`src/rtl/zap_wb_arbiter.sv`:
```
// -----------------------------------------------------------------------------
// zap_wb_arbiter
//
// Two-master Wishbone arbiter. Master 0 is the instruction cache and master 1
// is the data cache. Both share one external Wishbone bus.
//
// Arbitration rules:
//   - An owner keeps the grant for as long as it holds cyc. This covers bursts
//     and classic back-to-back accesses, and an owner is never preempted.
//   - When both masters request at once from idle, the grant goes to the
//     master that did not own the bus last. After reset, master 0 wins the
//     first tie.
//   - When the owner releases cyc and the other master is waiting, the bus
//     passes straight to the other master with no idle cycle in between.
//   - A strobe that waits TIMEOUT cycles without an ack ends the cycle. The
//     owner then sees a one-cycle err pulse. If an ack arrives on that same
//     cycle, the ack is delivered and no err is raised.
//
// The path from the granted master to the external bus is combinational. The
// selected master's signals reach the bus in the same cycle.
//
// Parameters:
//   TIMEOUT      cycles of unacknowledged granted strobe before err (2..65535)
//
// Ports:
//   i_clk        clock; all state changes on the rising edge
//   i_reset      asynchronous active-high reset
//   i_mX_wb_*    Wishbone master-side request inputs (cyc/stb/wen/sel/adr/dat/cti)
//   o_mX_wb_ack  ack routed to master X while it owns the bus
//   o_mX_wb_err  one-cycle timeout error pulse to master X
//   o_wb_rdat    read data, broadcast to both masters
//   o_wb_*       external bus request outputs
//   i_wb_dat     external bus read data
//   i_wb_ack     external bus acknowledge
//   o_grant      one-hot current owner (bit0 = M0, bit1 = M1), 00 when idle
// -----------------------------------------------------------------------------
module zap_wb_arbiter #(
    parameter logic [31:0] TIMEOUT = 32'd256
) (
    input  logic        i_clk,
    input  logic        i_reset,

    input  logic        i_m0_wb_cyc,
    input  logic        i_m0_wb_stb,
    input  logic        i_m0_wb_wen,
    input  logic [3:0]  i_m0_wb_sel,
    input  logic [31:0] i_m0_wb_adr,
    input  logic [31:0] i_m0_wb_dat,
    input  logic [2:0]  i_m0_wb_cti,
    output logic        o_m0_wb_ack,
    output logic        o_m0_wb_err,

    input  logic        i_m1_wb_cyc,
    input  logic        i_m1_wb_stb,
    input  logic        i_m1_wb_wen,
    input  logic [3:0]  i_m1_wb_sel,
    input  logic [31:0] i_m1_wb_adr,
    input  logic [31:0] i_m1_wb_dat,
    input  logic [2:0]  i_m1_wb_cti,
    output logic        o_m1_wb_ack,
    output logic        o_m1_wb_err,

    output logic [31:0] o_wb_rdat,

    output logic        o_wb_cyc,
    output logic        o_wb_stb,
    output logic        o_wb_wen,
    output logic [3:0]  o_wb_sel,
    output logic [31:0] o_wb_adr,
    output logic [31:0] o_wb_dat,
    output logic [2:0]  o_wb_cti,
    input  logic [31:0] i_wb_dat,
    input  logic        i_wb_ack,

    output logic [1:0]  o_grant
);

    localparam logic [2:0]  CTI_CLASSIC = 3'b000;
    // Counter value on which an unacknowledged strobe times out.
    localparam logic [15:0] TO_LAST     = 16'(TIMEOUT - 32'd1);

    typedef enum logic [1:0] {
        IDLE = 2'b00,
        GNT0 = 2'b01,
        GNT1 = 2'b10
    } state_t;

    state_t      state_r;
    state_t      state_nxt_s;
    logic        last_r;        // last granted master: 0 = M0, 1 = M1
    logic        last_nxt_s;
    logic [15:0] cnt_r;         // cycles the granted strobe has waited for ack
    logic [15:0] cnt_nxt_s;
    logic        count_en_s;
    logic        timeout_s;

    // Read data is broadcast without qualification. Each master accepts it
    // only when it receives its own ack.
    assign o_wb_rdat = i_wb_dat;

    // State, last-owner and timeout-counter registers.
    always_ff @(posedge i_clk or posedge i_reset) begin
        if (i_reset) begin
            state_r <= IDLE;
            last_r  <= 1'b1;
            cnt_r   <= 16'd0;
        end else begin
            state_r <= state_nxt_s;
            last_r  <= last_nxt_s;
            cnt_r   <= cnt_nxt_s;
        end
    end

    // Next-state, bus multiplexing, ack/err routing and counter update.
    always_comb begin
        state_nxt_s = state_r;
        last_nxt_s  = last_r;
        cnt_nxt_s   = 16'd0;
        count_en_s  = 1'b0;
        timeout_s   = 1'b0;
        o_wb_cyc    = 1'b0;
        o_wb_stb    = 1'b0;
        o_wb_wen    = 1'b0;
        o_wb_sel    = 4'd0;
        o_wb_adr    = 32'd0;
        o_wb_dat    = 32'd0;
        o_wb_cti    = CTI_CLASSIC;
        o_m0_wb_ack = 1'b0;
        o_m1_wb_ack = 1'b0;
        o_m0_wb_err = 1'b0;
        o_m1_wb_err = 1'b0;
        o_grant     = 2'b00;

        case (state_r)
            IDLE: begin
                // Acks arriving while idle are spurious and are dropped.
                if (i_m0_wb_cyc && i_m1_wb_cyc) begin
                    state_nxt_s = last_r ? GNT0 : GNT1;
                end else if (i_m0_wb_cyc) begin
                    state_nxt_s = GNT0;
                end else if (i_m1_wb_cyc) begin
                    state_nxt_s = GNT1;
                end else begin
                    state_nxt_s = IDLE;
                end
            end

            GNT0: begin
                o_grant     = 2'b01;
                o_wb_cyc    = i_m0_wb_cyc;
                o_wb_stb    = i_m0_wb_stb;
                o_wb_wen    = i_m0_wb_wen;
                o_wb_sel    = i_m0_wb_sel;
                o_wb_adr    = i_m0_wb_adr;
                o_wb_dat    = i_m0_wb_dat;
                o_wb_cti    = i_m0_wb_cti;
                o_m0_wb_ack = i_wb_ack;
                count_en_s  = i_m0_wb_cyc && i_m0_wb_stb && !i_wb_ack;
                // A timeout needs the ack to be absent, so an ack on the
                // same cycle always wins.
                timeout_s   = count_en_s && (cnt_r == TO_LAST);
                o_m0_wb_err = timeout_s;
                if (!i_m0_wb_cyc) begin
                    last_nxt_s  = 1'b0;
                    state_nxt_s = i_m1_wb_cyc ? GNT1 : IDLE;
                end else if (timeout_s) begin
                    last_nxt_s  = 1'b0;
                    state_nxt_s = IDLE;
                end else begin
                    state_nxt_s = GNT0;
                end
            end

            GNT1: begin
                o_grant     = 2'b10;
                o_wb_cyc    = i_m1_wb_cyc;
                o_wb_stb    = i_m1_wb_stb;
                o_wb_wen    = i_m1_wb_wen;
                o_wb_sel    = i_m1_wb_sel;
                o_wb_adr    = i_m1_wb_adr;
                o_wb_dat    = i_m1_wb_dat;
                o_wb_cti    = i_m1_wb_cti;
                o_m1_wb_ack = i_wb_ack;
                count_en_s  = i_m1_wb_cyc && i_m1_wb_stb && !i_wb_ack;
                timeout_s   = count_en_s && (cnt_r == TO_LAST);
                o_m1_wb_err = timeout_s;
                if (!i_m1_wb_cyc) begin
                    last_nxt_s  = 1'b1;
                    state_nxt_s = i_m0_wb_cyc ? GNT0 : IDLE;
                end else if (timeout_s) begin
                    last_nxt_s  = 1'b1;
                    state_nxt_s = IDLE;
                end else begin
                    state_nxt_s = GNT1;
                end
            end

            default: begin
                state_nxt_s = IDLE;
            end
        endcase

        // The wait count restarts on any grant change, on an ack, or on a
        // cycle with no strobe. A timeout also changes the grant, so the
        // counter clears on that cycle too.
        if (state_nxt_s != state_r) begin
            cnt_nxt_s = 16'd0;
        end else if (count_en_s) begin
            cnt_nxt_s = cnt_r + 16'd1;
        end else begin
            cnt_nxt_s = 16'd0;
        end
    end

endmodule

```
`config.mk`:
```
export PLATFORM = sky130hd
export DESIGN_NAME = zap_wb_arbiter
export DESIGN_NICKNAME = d
export VERILOG_FILES = /design/src/rtl/zap_wb_arbiter.sv
export SDC_FILE = /design/constraint.sdc
export NUM_CORES = 1
export LEC_CHECK = 0
export ABC_AREA = 1
export CORE_MARGIN = 10
export CORE_UTILIZATION = 24
export DETAILED_ROUTE_END_ITERATION = 6
export GPL_ROUTABILITY_DRIVEN = 0
export GPL_TIMING_DRIVEN = 0
export MAX_ROUTING_LAYER = met4
export PLACE_DENSITY_LB_ADDON = 0.2
export SKIP_CTS_REPAIR_TIMING = 1
export SLEW_MARGIN = 15
export SYNTH_ARGS = -nofsm -noshare
export SYNTH_HDL_FRONTEND = slang
export SYNTH_SLANG_ARGS = --single-unit
```
`constraint.sdc`:
```
create_clock -name i_clk -period 5.33 [get_ports i_clk]
set_input_delay 1.066 -clock i_clk [delete_from_list [all_inputs] [get_ports i_clk]]
set_output_delay 1.066 -clock i_clk [all_outputs]
set_load 0.02 [all_outputs]
```
---- Word-level counts from Yosys, hierarchy flattened ----
Cells that the tools add are included.
operators by class
  equal/unequal tests ..................... 6
  add/sub/neg operators ................... 1
  reduce and logical (&&, ||, !) cells .... 11
  muxes and demuxes ....................... 30
operator list
  cell                                            number
  one-hot mux 32 bit (2 select lines)             2
  2-to-1 mux 16 bit                               2
  adder 16 x 1 -> 16 bit, second input constant   1
  == test 16 x 8 -> 1 bit, second input constant  1
  2-to-1 mux 2 bit                                7
  2-to-1 mux 1 bit                                10
  one-hot mux 1 bit (2 select lines)              5
  one-hot mux 4 bit (2 select lines)              1
  logical AND 1 bit                               7
  != test 3 bit, second input constant            2
  one-hot mux 2 bit (3 select lines)              1
  one-hot mux 3 bit (2 select lines)              1
  one-hot mux 2 bit (2 select lines)              1
  AND reduction 3 bit                             1
  == test 2 x 1 -> 1 bit, second input constant   1
  == test 2 bit, second input constant            1
  logical NOT 2 bit                               1
  != test 2 bit                                   1
  nonzero test 2 bit                              1
  logical NOT 1 bit                               1
storage, ports and cells
  flip-flop bits (word level) ............. 19
  logic and storage cells ................. 51

---- Logic depth before layout (Yosys ltp) ----
Gate-level depths: netlist (run 1).
  depth after elaboration ................. 8
  mapped depth ............................ 13
  mapped depth without buffers ............ 12

---- Worst setup path before layout (run 1) ----
OpenSTA, ideal clock, no wires.
  kind .................................... input -> output
  from .................................... in i_m0_wb_stb
  to ...................................... out o_m0_wb_err
  setup slack ............................. 2271 ps
  data arrival time ....................... 1993 ps
  cell stages on the path ................. 4
  cells stage by stage .................... nand2_1 > nor2_1 > nand2_1 > nor4_1
on the way
  longest elaborated chain between the ends .. 4
ends and longest elaborated chain
  what                             RTL line  RTL
  from (decl)                      44        input logic i_m0_wb_stb,
  logical AND 1 bit (2 in series)  158       count_en_s = i_m0_wb_cyc && i_m0_wb_stb && !i_wb_ack;
  logical AND 1 bit                161       timeout_s = count_en_s && (cnt_r == TO_LAST);
  2-to-1 mux 1 bit                 134       case (state_r)
  to (decl)                        51        output logic o_m0_wb_err,
No other way between the ends.

---- Worst setup path in the final report (run 1) ----
  from .................................... reg state_r[0]
  to ...................................... out o_wb_sel[3]
on the way
  longest elaborated chain between the ends .. 2
ends and longest elaborated chain
  what                                                            RTL line  RTL
  from (decl)                                                     88        state_t state_r;
  from (signal assigned)                                          108       state_r <= state_nxt_s;
  == test 2 bit / == test 2 x 1 -> 1 bit (equally long branches)  134
  one-hot mux 4 bit (2 select lines) (*)                          134
  to (decl)                                                       68        output logic [3:0] o_wb_sel,
Mark *: on every way between the ends. The rest lies on a longest branch, timed or not.

==> results of run 1 <==
layout make-up:
type | instances | area share [%]
well taps | 140 | 3.21
multi-input cells | 348 | 30.4
flip-flops and latches | 19 | 8.74
plain buffers | 60 | 6.90
clock buffers | 4 | 0.825
inverters | 27 | 1.86
repair buffers | 262 | 48.1
metal layers:
layer | GRT usage (%) | routed length [um]
met5 | - | 0
met4 | 1.64 | 51
met3 | 7.74 | 1550
met2 | 34.4 | 8190
met1 | 22.8 | 6730
tightest hold or removal path, delay by kind of cell, from the launching register on:
kind | cells | cell delay, ns
compound gates | 2 | 0.14
flops | 1 | 0.38
stage by stage:
| step | setup slack [ns] | hold slack (ns) | total power, mW | utilization (%) | area [um^2] |
|---|---|---|---|---|---|
| 5_1_grt | 0.842 | 0.593 | 2.36 | 50.8 | 5460 |
| 3_3_place_gp | 1.27 | 0.506 | 2.11 | 50.4 | 5410 |
| 4_1_cts | 1.02 | 0.532 | 2.23 | 50.8 | 5460 |
| 2_1_floorplan | 2.27 | 0.480 | 1.24 | - | 2610 |
| 3_5_place_dp | 1.23 | 0.515 | 2.12 | 50.4 | 5410 |
| 6_report | 1.13 | 0.528 | 2.21 | 50.8 | 5460 |
synth_stat cells (all sizes together):
| library cell | number |
|---|---|
| xor2 | 2 |
| nand3 | 19 |
| nand2 | 191 |
| or2 | 4 |
| ha | 5 |
| nor4 | 1 |
| a21oi | 76 |
| nand3b | 2 |
| o21ai | 4 |
| nor2 | 35 |
| o31ai | 1 |
| nor3 | 2 |
| dfrtp | 18 |
| clkbuf | 15 |
| nand4 | 2 |
| inv | 27 |
| buf | 45 |
| o211ai | 2 |
| dfstp | 1 |
| o21bai | 2 |
cell families (layout without fill, tap and decap cells):
family,after synthesis,in the layout
simple gates,256,256
flops,19,19
buf+inv,87,353
fa+ha+maj,5,5
compound gates,85,85
xor+xnor,2,2
state kept, by name, summed over array words and instances, names as in the netlist:
name,cells
last_r,1
state_r,2
cnt_r,16
power by group through the flow:
stage	logic, mW	registers [mW]	clock network [mW]
floorplan	1.07	0.171	0
global route	2.08	0.174	0.108
detailed placement	1.95	0.175	0
global placement	1.94	0.173	0
CTS	1.96	0.172	0.105
finish	1.93	0.173	0.0999
worst max path at each step:
stage                              to  cells after the start         from
after global placement    o_m0_wb_err                      6  i_m0_wb_cyc
final                     o_wb_sel[3]                      8   state_r[0]
after floorplan           o_m0_wb_err                      4  i_m0_wb_stb
after detailed placement  o_m0_wb_err                      6  i_m0_wb_cyc
after CTS                 o_wb_sel[3]                      8   state_r[0]
after global routing      o_wb_sel[3]                      8   state_r[0]
cell usage in the layout (no fill, tap or decap), drive strengths merged, types with 2 or more instances in the layout:
cell type	instances
o211ai	2
nand2	191
nand4	2
xor2	2
clkdlybuf4s50	262
nor3	2
nand3	19
o21ai	4
dfrtp	18
inv	27
clkbuf	19
nand3b	2
nor2	35
ha	5
o21bai	2
a21oi	76
buf	45
or2	4
==> flow_summary_export.csv, run 1 <==
group,metric,value,unit
finish,area_delta_synth_final,109,%
setup_path,path_cells,"inv_1, ha_1, buf_6, clkbuf_1, buf_1, nand2_1, a21oi_1, clkdlybuf4s50_1",
detailed_routing,drt-pass1-iter-count,5,
sta,setup_viol,0,
clock_tree,cts_tree,"done",
sta,fmax,238,MHz
hold_path,worstHoldPathType,"reg -> reg",
global_route,grt_pass1_wl,24300,um
setup_path,reg2reg_slack,3.44,ns
detailed_routing,vias,3926,
clock_tree,htree_levels,1,
yosys,synth_warnings,0,
placed_design,numPortBuffers,262,
yosys,synth_top_area_share,26.0,%
yosys,syn-num-nets,642,
clock_tree,numClockSinks,19,
power,power_frac_seq,7.8,%
global_route,gr-total-overflow,0,
yosys,synth_cells,454,
power,ir_worst_vdd,0.000227,V
power,clock_power_share,4.5,%
setup_path,cp-end-kind,"primary output",
clock_tree,cts-root-buf,"clkbuf_8",
yosys,ys_top_cells_by_area,"nand2_1 (26%), dfrtp_1 (17%), a21oi_1 (14%)",
floorplan,num_rows,38,
yosys,synthAdderAreaFrac,2.39,%
outcome,status,"finished clean",
yosys,synth_compound_area_share,16.9,%
power,sw_frac_of_total,56.3,%
floorplan,start_util,24.3,%
yosys,synth-seq-area-share,18.2,%
setup_path,slowest_delay,0.70,ns
setup_path,reg2reg_from,"state_r[1]",
setup_path,crit_path_max_fanout,10,
setup_path,cp_top_family,"buffers and inverters",
floorplan,ios,295,
yosys,syn-mean-instance-area,5.76,um^2
power,p_leak,2.06,nW
finish,drive_gt1_share,9.72,%
placed_design,dpl.hpwl,14400,um
sta,slew_headroom,51.5,%
setup_path,critPathBufInv,5,
setup_path,cpMaxStageDelayCell,"clkdlybuf4s50_1",
yosys,synth_cell_type_count,30,
detailed_routing,ant_nets,0,
yosys,yosys.area_share.simple,43.5,%
global_route,grt_start_max_net_pins,20,
yosys,syn_area,2610,um^2
run,maxCapViolCount,0,
hold_path,hold_depth,2,
sta,slew_viol_final,0,
sta,min_period_over_period,78.9,%
setup_path,startpoint_type,"flop",
floorplan,die_area,15500,um^2
yosys,ys_seq_elements,19,
detailed_routing,routed_wl,16500,um
sta,grt_setup_unrepaired,"false",
power,p_sw,1.24,mW
floorplan,dieHeight,124,um
floorplan,core_area,10700,um^2
detailed_routing,via_per_inst,4.57,
setup_path,cp.required,4.26,ns
detailed_routing,drc,0,
hold_path,hp-start,"last_r",
yosys,synth_xor_area_share,0.670,%
sta,setup_tns,0,ns
finish,seq_area,477,um^2
sta,hold_viol,0,
yosys,synthMuxAreaShare,0,%
floorplan,die_width,124,um
clock_tree,numCtsBuffers,3,
global_route,antenna_found_initial,0,
finish,multi_input_area,1660,um^2
clock_tree,cts_max_path_buffers,2,
detailed_routing,drtIter0Drc,177,
clock_tree,path_clk_slew,0.07,ns
clock_tree,clk_latency,0.26,ns
power,intPower,0.964,mW
setup_path,rr_worst_depth,12,
global_route,first_global_vias,3897,
finish,fin_nets,909,
finish,fin_cells,860,
setup_path,r2r-end,"cnt_r[9]",
yosys,yosysTopAreaCell,"nand2_1",
setup_path,worstSetupPathType,"reg -> out",
hold_path,holdPathEnd,"last_r",
sta,period_needed,4.20,ns
global_route,grt_use_total,20.2,%
power,power.density,405,nW/um^2
sta,finClkSkew,0.00949,ns
power,p_comb_share,87.6,%
placed_design,placed_cells,856,
yosys,synth_top_family_by_area,"simple AND/OR/NAND/NOR gates",
detailed_routing,drt-wirelength-per-cell,19.2,um
setup_path,critPathArrivalTime,3.14,ns
finish,fill_cells,1059,
finish,diodes,0,
sta,max_slew.worst_pin.slew,0.727,ns
Note: power is estimated with default switching activity, not from simulation.
==> run 2: changes to the inputs <==
Clock period 5.33 ns to 3.82 ns, I/O delays scaled along.
==> run 2 against run 1 <==
Cell count is 0.12% lower; count of clock-buffer cells in the layout unchanged; clock skew about the same; hold slack barely moved; worst setup slack got worse by 0.92 ns; clock power rose by 39%; wire length down 0.33%; core utilization hardly changed; largest power group unchanged; combinational power increased by 40%; sequential share of layout area is essentially flat; register-to-register slack got worse by 1.5 ns; critical endpoint is now o_wb_adr[23]; non-clock buffer count decreased by 1.
==> flow_summary_export.csv, run 2 (synthesis gave the netlist of run 1 again) <==
group,metric,value,unit
outcome,status,"finished clean",
finish,largest_register,"cnt_r",
setup_path,startpoint_type,"flop",
sta,fmax,276,MHz
sta,grt_setup_unrepaired,"false",
power,p_leak,2.07,nW
detailed_routing,drt-wirelength-per-cell,19.2,um
setup_path,crit_path_max_fanout,10,
clock_tree,htree_levels,1,
sta,slew_headroom,51.4,%
power,ir_worst_vdd,0.000315,V
finish,final_cell_mix,"clkdlybuf4s50_1 (262), nand2_1 (181), a21oi_1 (75)",
sta,slew_viol_final,0,
finish,largest_reg_flops,16,
run,maxCapViolCount,0,
clock_tree,cts_tree,"done",
detailed_routing,vias,3938,
sta,max_slew.worst_pin.slew,0.728,ns
floorplan,core_area,10700,um^2
placed_design,dp_slack,0.114,ns
setup_path,worstSetupPathType,"reg -> out",
clock_tree,cts-root-buf,"clkbuf_8",
sta,min_period_over_period,94.7,%
clock_tree,numCtsBuffers,3,
finish,fin_nets,908,
finish,fill_cells,1056,
detailed_routing,via_per_inst,4.58,
setup_path,reg2reg_slack,1.93,ns
hold_path,hold_depth,2,
hold_path,holdPathEnd,"last_r",
detailed_routing,drt-pass1-iter-count,5,
global_route,antenna_found_initial,0,
detailed_routing,drtIter0Drc,189,
detailed_routing,ant_nets,0,
setup_path,cp.required,3.06,ns
placed_design,dpl.hpwl,14400,um
sta,setup_tns,0,ns
finish,final_common_cell,"clkdlybuf4s50_1",
sta,hold_ws,0.528,ns
setup_path,rr_worst_depth,8,
global_route,first_global_vias,3897,
floorplan,num_rows,38,
power,power.density,564,nW/um^2
hold_path,worstHoldPathType,"reg -> reg",
clock_tree,numClockSinks,19,
sta,period_needed,3.62,ns
global_route,gr-total-overflow,0,
hold_path,hp-start,"last_r",
clock_tree,clk_latency,0.26,ns
sta,fin_ws,0.203,ns
sta,finClkSkew,0.00901,ns
finish,final_util,50.8,%
placed_design,placed_cells,856,
clock_tree,path_clk_slew,0.07,ns
detailed_routing,routed_wl,16500,um
finish,diodes,0,
clock_tree,cts_max_path_buffers,2,
floorplan,ios,295,
setup_path,critPathArrivalTime,2.85,ns
sta,setup_viol,0,
global_route,grt_start_max_net_pins,20,
finish,fin_cells,859,
floorplan,start_util,24.3,%
detailed_routing,drc,0,
placed_design,numPortBuffers,262,
sta,hold_viol,0,
setup_path,reg2reg_from,"state_r[0]",
finish,area_delta_synth_final,109,%
global_route,grt_use_total,20.2,%
floorplan,die_area,15500,um^2
finish,drive_gt1_share,10.3,%
setup_path,cp-end-kind,"primary output",
global_route,grt_pass1_wl,24300,um
setup_path,r2r-end,"cnt_r[13]",
floorplan,die_width,124,um
floorplan,dieHeight,124,um
finish,largest_registers,"cnt_r (16), state_r (2), last_r (1)",
run 2: cell types whose count changed in the layout (fill, tap and decap cells not counted), sizes merged:
cell	change
clkbuf	+1
buf	-2
run 2: area by class of cell:
cell class                      count  area (um^2)  area share (%)
Sequential cell                    19          477            8.73
Multi-Input combinational cell    348         1660            30.4
Buffer                             59          378            6.92
Clock buffer                        4         45.0           0.825
Timing Repair Buffer              262         2620            48.1
Inverter                           27          101            1.86
Tap cell                          140          175            3.21
run 2: worst max-delay path by stage:
| stage | startpoint | end | slack, ns | depth (start not counted) |
|---|---|---|---|---|
| floorplan | state_r[1] | o_wb_adr[0] | 1.21 | 6 |
| CTS | state_r[0] | o_wb_sel[3] | -0.19 | 8 |
| finish | state_r[1] | o_wb_adr[23] | 0.20 | 7 |
| detailed placement | state_r[0] | o_wb_sel[3] | 0.11 | 8 |
| global placement | state_r[0] | o_wb_sel[3] | 0.11 | 8 |
| global route | state_r[1] | o_wb_adr[23] | 0.04 | 7 |
run 2: critical path: stages, from the launching register on:
cell and delay [ns]:
dfrtp_1 0.42, inv_1 0.12, ha_1 0.30, clkbuf_2 0.28
clkbuf_1 0.39, nand2_1 0.11, a21oi_1 0.28, clkdlybuf4s50_1 0.69
run 2: power breakdown:
| group | internal (mW) | switching [mW] |
|---|---|---|
| logic | 1.05 | 1.65 |
| clock network | 0.0741 | 0.0647 |
| registers | 0.222 | 0.0188 |
| total | 1.35 | 1.73 |
run 2: routing by layer:
layer | global-route usage, % | wire length (um) | vias up
li1 | - | - | 1932
met1 | 22.8 | 6710 | 1808
met2 | 34.4 | 8130 | 194
met3 | 7.74 | 1580 | 4
met4 | 1.64 | 51 | 0
met5 | - | 0 | -
run 2: metrics by stage:
| step | instance area (um^2) | power [mW] |
|---|---|---|
| CTS | 5460 | 3.12 |
| detailed placement | 5410 | 2.96 |
| finish | 5460 | 3.08 |
| global route | 5460 | 3.30 |
| floorplan | 2610 | 1.73 |
| global placement | 5410 | 2.94 |
